`config.mk`:
```
export PLATFORM = sky130hd
export DESIGN_NAME = fetch_queue_flat
export DESIGN_NICKNAME = d
export VERILOG_FILES = /design/src/rtl/fetch_queue_if.sv /design/src/rtl/fetch_queue.sv /design/src/flat_wrapper.sv
export SDC_FILE = /design/constraint.sdc
export NUM_CORES = 1
export LEC_CHECK = 0
export CAP_MARGIN = 0
export CORE_ASPECT_RATIO = 2
export CORE_MARGIN = 3
export CORE_UTILIZATION = 40
export DETAILED_ROUTE_END_ITERATION = 10
export PLACE_DENSITY = 0.7
export SLEW_MARGIN = 15
export SYNTH_ARGS = -nofsm -noshare
export SYNTH_HDL_FRONTEND = slang
export SYNTH_SLANG_ARGS = --single-unit
```
`constraint.sdc`:
```
create_clock -name clock -period 3.9 [get_ports clock]
set_clock_uncertainty 0.2 [all_clocks]
set_input_delay 0.39 -clock clock [delete_from_list [all_inputs] [get_ports clock]]
set_output_delay 0.39 -clock clock [all_outputs]
set_load 0.01 [all_outputs]
```
`src/rtl/fetch_queue_if.sv`:
```
// Bundle of the fetch-side (L1I) and decode-side handshakes of the fetch queue.
// The queue itself uses the master modport; the environment uses slave.
interface fetch_queue_if #(
  parameter int unsigned DATA_WIDTH = 32,
  parameter int unsigned ADDR_WIDTH = 32,
  parameter int unsigned DEPTH      = 4
);
  localparam int unsigned CntW = $clog2(DEPTH) + 1;

  logic                  fetch_valid;
  logic [ADDR_WIDTH-1:0] fetch_address;
  logic                  fetch_ready;
  logic [DATA_WIDTH-1:0] fetch_data;
  logic                  redirect;
  logic [ADDR_WIDTH-1:0] redirect_pc;
  logic                  out_valid;
  logic [DATA_WIDTH-1:0] out_instruction;
  logic [ADDR_WIDTH-1:0] out_pc;
  logic                  out_ready;
  logic [CntW-1:0]       count;

  modport master (
    output fetch_valid, fetch_address, out_valid, out_instruction, out_pc, count,
    input  fetch_ready, fetch_data, redirect, redirect_pc, out_ready
  );

  modport slave (
    input  fetch_valid, fetch_address, out_valid, out_instruction, out_pc, count,
    output fetch_ready, fetch_data, redirect, redirect_pc, out_ready
  );
endinterface

```
`src/rtl/fetch_queue.sv`:
```
// Instruction fetch queue: issues sequential L1I requests and buffers {instruction, pc}
// in a circular buffer for decode. Redirect flushes and restarts fetch at redirect_pc.
module fetch_queue #(
  parameter int unsigned          DATA_WIDTH = 32,
  parameter int unsigned          ADDR_WIDTH = 32,
  parameter int unsigned          DEPTH      = 4,
  parameter logic [ADDR_WIDTH-1:0] RESET_PC   = '0,
  parameter int unsigned          PC_STEP    = 4
) (
  input logic           clock,
  input logic           reset_n,
  fetch_queue_if.master bus_io
);
  localparam int unsigned           PtrW = $clog2(DEPTH);
  localparam int unsigned           CntW = PtrW + 1;
  localparam logic [CntW-1:0]       Full = CntW'(DEPTH);
  localparam logic [ADDR_WIDTH-1:0] Step = ADDR_WIDTH'(PC_STEP);

  logic [DATA_WIDTH-1:0] instr_q [DEPTH];
  logic [ADDR_WIDTH-1:0] pc_q    [DEPTH];

  logic [PtrW-1:0]       head_q, head_d;
  logic [PtrW-1:0]       tail_q, tail_d;
  logic [CntW-1:0]       count_q, count_d;
  logic [ADDR_WIDTH-1:0] fetch_pc_q, fetch_pc_d;

  logic fetch_valid;
  logic push;
  logic pop;

  assign fetch_valid = (count_q < Full) && !bus_io.redirect;
  assign push        = fetch_valid && bus_io.fetch_ready;
  // Redirect squashes the pop as well: nothing is consumed in a flush cycle.
  assign pop         = (count_q != '0) && bus_io.out_ready && !bus_io.redirect;

  always_comb begin
    head_d     = head_q;
    tail_d     = tail_q;
    count_d    = count_q;
    fetch_pc_d = fetch_pc_q;
    if (bus_io.redirect) begin
      head_d     = '0;
      tail_d     = '0;
      count_d    = '0;
      fetch_pc_d = bus_io.redirect_pc;
    end else begin
      if (push) begin
        tail_d     = tail_q + PtrW'(1);
        fetch_pc_d = fetch_pc_q + Step;
      end
      if (pop) begin
        head_d = head_q + PtrW'(1);
      end
      count_d = count_q + CntW'(push) - CntW'(pop);
    end
  end

  always_ff @(posedge clock) begin
    if (!reset_n) begin
      head_q     <= '0;
      tail_q     <= '0;
      count_q    <= '0;
      fetch_pc_q <= RESET_PC;
    end else begin
      head_q     <= head_d;
      tail_q     <= tail_d;
      count_q    <= count_d;
      fetch_pc_q <= fetch_pc_d;
    end
  end

  // Storage is not reset; entries are only observed while counted as valid.
  always_ff @(posedge clock) begin
    if (push) begin
      instr_q[tail_q] <= bus_io.fetch_data;
      pc_q[tail_q]    <= fetch_pc_q;
    end
  end

  assign bus_io.fetch_valid     = fetch_valid;
  assign bus_io.fetch_address   = fetch_pc_q;
  assign bus_io.out_valid       = (count_q != '0);
  assign bus_io.out_instruction = instr_q[head_q];
  assign bus_io.out_pc          = pc_q[head_q];
  assign bus_io.count           = count_q;
endmodule

```
`src/flat_wrapper.sv`:
```
// flat-port wrapper written by rule: the top's interface ports become plain ports
module fetch_queue_flat 
#(
  parameter int unsigned          DATA_WIDTH = 32,
  parameter int unsigned          ADDR_WIDTH = 32,
  parameter int unsigned          DEPTH      = 4,
  parameter logic [ADDR_WIDTH-1:0] RESET_PC   = '0,
  parameter int unsigned          PC_STEP    = 4
)
  (clock, reset_n, bus_io_fetch_valid, bus_io_fetch_address, bus_io_out_valid, bus_io_out_instruction, bus_io_out_pc, bus_io_count, bus_io_fetch_ready, bus_io_fetch_data, bus_io_redirect, bus_io_redirect_pc, bus_io_out_ready);
  fetch_queue_if #(.DATA_WIDTH(DATA_WIDTH), .ADDR_WIDTH(ADDR_WIDTH), .DEPTH(DEPTH)) bus_io_i ();
  input logic clock;
  input logic reset_n;
  output wire logic [$bits(bus_io_i.fetch_valid)-1:0] bus_io_fetch_valid;
  output wire logic [$bits(bus_io_i.fetch_address)-1:0] bus_io_fetch_address;
  output wire logic [$bits(bus_io_i.out_valid)-1:0] bus_io_out_valid;
  output wire logic [$bits(bus_io_i.out_instruction)-1:0] bus_io_out_instruction;
  output wire logic [$bits(bus_io_i.out_pc)-1:0] bus_io_out_pc;
  output wire logic [$bits(bus_io_i.count)-1:0] bus_io_count;
  input wire logic [$bits(bus_io_i.fetch_ready)-1:0] bus_io_fetch_ready;
  input wire logic [$bits(bus_io_i.fetch_data)-1:0] bus_io_fetch_data;
  input wire logic [$bits(bus_io_i.redirect)-1:0] bus_io_redirect;
  input wire logic [$bits(bus_io_i.redirect_pc)-1:0] bus_io_redirect_pc;
  input wire logic [$bits(bus_io_i.out_ready)-1:0] bus_io_out_ready;
  assign bus_io_fetch_valid = bus_io_i.fetch_valid;
  assign bus_io_fetch_address = bus_io_i.fetch_address;
  assign bus_io_out_valid = bus_io_i.out_valid;
  assign bus_io_out_instruction = bus_io_i.out_instruction;
  assign bus_io_out_pc = bus_io_i.out_pc;
  assign bus_io_count = bus_io_i.count;
  assign bus_io_i.fetch_ready = bus_io_fetch_ready;
  assign bus_io_i.fetch_data = bus_io_fetch_data;
  assign bus_io_i.redirect = bus_io_redirect;
  assign bus_io_i.redirect_pc = bus_io_redirect_pc;
  assign bus_io_i.out_ready = bus_io_out_ready;
  fetch_queue #(.DATA_WIDTH(DATA_WIDTH), .ADDR_WIDTH(ADDR_WIDTH), .DEPTH(DEPTH), .RESET_PC(RESET_PC), .PC_STEP(PC_STEP)) u_core (.clock(clock), .reset_n(reset_n), .bus_io(bus_io_i));
endmodule
```
==> results of run 1 <==
-- state kept, by name (all words and copies together), names as in the netlist, named ones only --
| signal | count |
|---|---|
| u_core.bus_io.fetch_address | 32 |
| u_core.tail_q | 2 |
| u_core.head_q | 2 |
| u_core.bus_io.count | 3 |
| u_core.instr_q | 128 |
| u_core.pc_q | 128 |
-- layout make-up --
class                      instances  area, um^2  area share
clock buffer                      32         672      0.0463
clock inverter                    12         131     0.00906
inverter                          11        41.3     0.00285
multi-input combinational        276        2820       0.194
sequential                       297        8520       0.587
tap                              356         445      0.0307
timing repair buffer             184        1880       0.130
-- worst max-delay path, delay by kind of cell (launching register included) --
| kind | cells | cell delay [ps] |
|---|---|---|
| DFF | 1 | 650 |
| muxes | 1 | 570 |
| buffers and inverters | 2 | 790 |
-- final timing paths --
check / startpoint / endpoint / slack (ps) / depth (start not counted)
max: flip-flop / bus_io_out_pc[22] / 760 / 3
min: bus_io_redirect_pc[5] / u_core.bus_io.fetch_address[5] / 250 / 3
max reg2reg: u_core.bus_io.count[2] / u_core.bus_io.count[2] / 1300 / 9
min reg2reg: u_core.tail_q[1] / u_core.tail_q[1] / 300 / 2
-- power by group through the flow --
stage | Sequential [W] | Combinational [W] | Clock (W)
final | 0.00361 | 0.000428 | 0.00248
after global routing | 0.00362 | 0.000458 | 0.00267
after CTS | 0.00361 | 0.000436 | 0.00254
after detailed placement | 0.00368 | 0.000434 | 0
after global placement | 0.00368 | 0.000430 | 0
after floorplan | 0.00366 | 0.000161 | 0
-- cells in the final DEF, fill, tap and decap left out, types with 6 or more instances in the layout --
master and n:
edfxtp_1 256, clkdlybuf4s50_1 169, mux4_2 64, dfxtp_1 39, o21ai_0 25, clkbuf_16 25
nand2_1 21, nor2_1 20, a31oi_1 13, inv_1 11, a21oi_1 11, xnor2_1 10
nand3_1 10, nand4_1 10, or4_1 9, buf_4 9, and3_1 8, nor4_1 8
o31ai_1 7, ha_1 7, and4_1 6, buf_12 6
-- kinds of logic (layout without fill, tap and decap cells) --
group	after synthesis	count (layout)	synth area share
compound gates	70	70	0.0375
xor+xnor	14	14	0.0107
fa+ha+maj	8	8	0.00937
buf+inv	45	239	0.0161
flops	297	297	0.741
mux	68	68	0.129
simple gates	116	116	0.0569
-- per-layer routing --
layer	GRT usage	part of all wire	up-vias
met4	0.0635	0.029	0
met2	0.329	0.58	197
li1	-	-	2878
met5	0	0	-
met1	0.190	0.35	3251
met3	0.0200	0.040	40
-- synth_stat cells (10+ instances only) --
| cell type | number | share of area |
|---|---|---|
| and3_1 | 12 | 0.0065 |
| dfxtp_1 | 41 | 0.071 |
| inv_1 | 11 | 0.0036 |
| clkbuf_1 | 24 | 0.0078 |
| nand2_1 | 21 | 0.0069 |
| o21ai_0 | 25 | 0.011 |
| nor2_1 | 20 | 0.0065 |
| nand4_1 | 10 | 0.0054 |
| a31oi_1 | 13 | 0.0071 |
| a21oi_1 | 11 | 0.0048 |
| nand3_1 | 10 | 0.0044 |
| edfxtp_1 | 256 | 0.67 |
| xnor2_1 | 10 | 0.0076 |
| mux4_2 | 64 | 0.13 |
-- metrics by stage --
stage,instances,utilization
floorplan,618,-
global placement,1124,0.484
detailed placement,1124,0.484
CTS,1168,0.512
global route,1168,0.512
finish,1168,0.512
==> flow_metrics.tcl, run 1 <==
set metrics [dict create \
    run_status "complete, no violations" \
    path_class "reg2out" \
    dieArea_um2 30900 \
    switching_share 0.205 \
    area_growth_syn_to_layout_pct 26.2 \
    fmax_mhz 319 \
    synthArstFlopShare 0 \
    drt_iter0_drc 365 \
    num-nets-final 872 \
    start_kind "flip-flop" \
    timing.final.crit_share 0.805 \
    root_buffer "clkbuf_16" \
    power_frac_seq 0.554 \
    place_congestion 0.798 \
    drc 0 \
    ir_drop_uv 288 \
    slowest_stage "dfxtp_4" \
    internal_power_w 0.00518 \
    drive_gt1_frac 0.155 \
    vias 6366 \
    cts_made_buffers 25 \
    antenna_found_initial 0 \
    grt_pass1_vias 6672 \
    core-area_um2 28300 \
    power-per-cell-area_nw_per_um2 449 \
    ant_nets 0 \
    synth-seq-cells 297 \
    diodes 0 \
    pwr-share-comb 0.066 \
    setup-tns-final_ps 0 \
    clock-sinks 297 \
    grt_start_max_net_pins 60 \
    io_pins 170 \
    dpl-instance-area_um2 13700 \
    clkPwrFrac 0.380 \
    p_switching_w 0.00134 \
    worst_pin_slew_ps 936 \
    htree_levels 1 \
    synthFlopType "edfxtp_1" \
    first_pass_iters 4 \
    min_period_ps 3140 \
    yosysUniqueCellTypes 42 \
    path_cells "buf_12, mux4_2, clkdlybuf4s50_1" \
    end_kind "output pin" \
    synth_edf_count 256 \
    whs_ps 251 \
    start_util 0.406 \
    clockBufferDepth 3 \
    die_h_um 246 \
    critical_path.max_stage_delay_ps 650 \
    rsz0062_at_grt "no" \
    timing.final.ws_setup_ps 762 \
    power.total_w 0.00652 \
    cts_tree "yes" \
    crit_fanout 23 \
    maxSlewViolCount 0 \
    syn_nets 695 \
    grt_pass1_wl_um 40200 \
    syn_avg_cell_area_um2 18.6 \
    finalInstanceArea_um2 14500 \
    ys_seq_area_frac 0.741 \
    drt-total-wl_um 26500 \
    finalSetupViolCount 0 \
    clk_latency_ps 520 \
    max_slew_margin 0.370 \
    fp-row-count 87 \
    cts_hold_buf 0 \
    filler_cell_count 2301 \
    max_cap_violations 0 \
    grtUsageTotal 0.171 \
    dp_hpwl_um 17700 \
    ys.warnings.count 0 \
    io_buffers 169 \
    synthCells 618 \
    die_w_um 126 \
    p_leak_nw 4.57 \
    critPathRequiredTime_ps 3310 \
    hold_viol_final 0 \
    cts_resized 0 \
    routedWlPerCell_um 22.7 \
    post_cts.repair.setup_buffers 0 \
    synth_area_um2 11500 \
    crit_arrival_ps 2550 \
    place_ws_ps 1070 \
    holdCritPathClass "in2reg" \
    path_clk_slew_ps 70 \
    grt_overflow 0 \
    viasPerCell 5.45 \
]
(Power assumes the default switching activity.)
==> run 2, diff against run 1 <==
- PLACE_DENSITY: 0.7 -> 0.72
- clock period: 3.9 -> 2.6 ns (I/O delays scaled with it)
==> run 2 against run 1 <==
Against the previous run: power increased by 51%; routed wire length fell by 1.7%; critical endpoint is now bus_io_out_pc[12]; global-route usage is 0.34 points lower; critical path depth grew 1; largest power group unchanged; critical path type unchanged; final cell count is 3.9% higher.
==> flow_metrics.tcl, run 2 (synthesis gave the netlist of run 1 again) <==
set metrics [dict create \
    routedWlPerCell_um 21.4 \
    grt_most_used_layer "met2" \
    crit_arrival_ps 2060 \
    first_pass_iters 4 \
    ant_nets 0 \
    start_kind "flip-flop" \
    filler_cell_count 2293 \
    cts_hold_buf 0 \
    grt_pass1_vias 6801 \
    end_kind "output pin" \
    drc 0 \
    diodes 0 \
    cts_tree "yes" \
    root_buffer "clkbuf_16" \
    htree_levels 1 \
    io_pins 170 \
    dpl.cell_count 1158 \
    clk_latency_ps 520 \
    maxSlewViolCount 0 \
    max_cap_violations 0 \
    clockBufferDepth 3 \
    num-nets-final 916 \
    layout_common_cells "edfxtp_1 (256), clkdlybuf4s50_1 (106), mux4_2 (64)" \
    layout.cells.most_common "edfxtp_1" \
    critPathRequiredTime_ps 2140 \
    clock-sinks 297 \
    die_h_um 246 \
    path_class "reg2out" \
    vias 6503 \
    path_clk_slew_ps 60 \
    stdcell_count 1213 \
    grtUsageMet2 0.327 \
    ir_drop_uv 463 \
    setup-tns-final_ps 0 \
    fp-row-count 87 \
    timing.final.ws_setup_ps 75.9 \
    area_growth_syn_to_layout_pct 29.7 \
    grtUsageTotal 0.167 \
    viasPerCell 5.36 \
    core-area_um2 28300 \
    dp_hpwl_um 17600 \
    place_congestion 0.850 \
    grt_start_max_net_pins 60 \
    holdCritPathClass "in2reg" \
    cts_made_buffers 25 \
    place_ws_ps 63.4 \
    p_leak_nw 4.95 \
    drt_iter0_drc 388 \
    io_buffers 169 \
    worst_pin_slew_ps 542 \
    dieArea_um2 30900 \
    met3_usage 0.0163 \
    rsz0062_at_grt "no" \
    min_period_ps 2520 \
    grt_overflow 0 \
    drt-total-wl_um 26000 \
    hold_viol_final 0 \
    max_slew_margin 0.638 \
    grt_pass1_wl_um 39800 \
    power-per-cell-area_nw_per_um2 661 \
    fmax_mhz 396 \
    run_status "complete, no violations" \
    crit_fanout 9 \
    drive_gt1_frac 0.218 \
    antenna_found_initial 0 \
    finalSetupViolCount 0 \
    timing.final.crit_share 0.971 \
    start_util 0.406 \
    die_w_um 126 \
    met1_usage 0.184 \
]
## run 2: cell types whose count changed in the layout (fill, tap and decap cells not counted), moves of 3 or more
cell,delta
clkdlybuf4s15_1,+5
buf_12,+7
buf_4,+33
clkbuf_1,-3
clkdlybuf4s50_1,-63
clkbuf_2,+12
dlygate4sd2_1,+42
## run 2: critical path, stage by stage (launching register included)
cell and delay [ps]:
dfxtp_4 390, buf_4 130, bufbuf_16 280, mux4_2 500, clkdlybuf4s15_1 250
## run 2: per-stage QoR
step	hold WS [ps]	cell area, um^2	util	total power (W)
4_1_cts	89.8	15000	0.529	0.00998
6_report	117	14900	0.527	0.00984
2_1_floorplan	159	11500	-	0.00573
5_1_grt	127	14900	0.527	0.0102
3_3_place_gp	290	14100	0.497	0.00619
3_5_place_dp	308	14100	0.497	0.00620
## run 2: what timing repair did
action                     4_1_cts  5_1_grt
cloned                           1        0
gates resized for setup         81       20
buffers inserted                 9        0
setup endpoints to repair       64       19
## run 2: final cells by class
class / instances / area [um^2] / area share
multi-input cells: 276 / 2820 / 0.189
repair buffers: 228 / 2250 / 0.151
flip-flops and latches: 297 / 8520 / 0.571
clock buffers: 29 / 672 / 0.0451
clock inverters: 16 / 164 / 0.0110
well taps: 356 / 445 / 0.0299
inverters: 11 / 41.3 / 0.00277
## run 2: final timing paths
check,to,cells past startpoint,slack [ps],start
hold / removal,u_core.bus_io.fetch_address[24],3,120,bus_io_redirect_pc[24]
setup reg to reg,u_core.bus_io.count[2],9,80,u_core.bus_io.count[2]
setup / recovery,bus_io_out_pc[12],4,80,flip-flop
hold reg to reg,u_core.tail_q[0],2,320,u_core.tail_q[0]
## run 2: report_power, final
group          internal [W]  switching [W]  leakage (nW)
Combinational      0.000359       0.000332          1.85
Sequential          0.00529      0.0000734          2.69
Clock               0.00216        0.00163         0.411
## run 2: routing by layer
| metal | wire, um | part of all wire |
|---|---|---|
| met2 | 14900 | 0.57 |
| met4 | 767 | 0.029 |
| met5 | 0 | 0 |
| met3 | 1020 | 0.039 |
| met1 | 9330 | 0.36 |
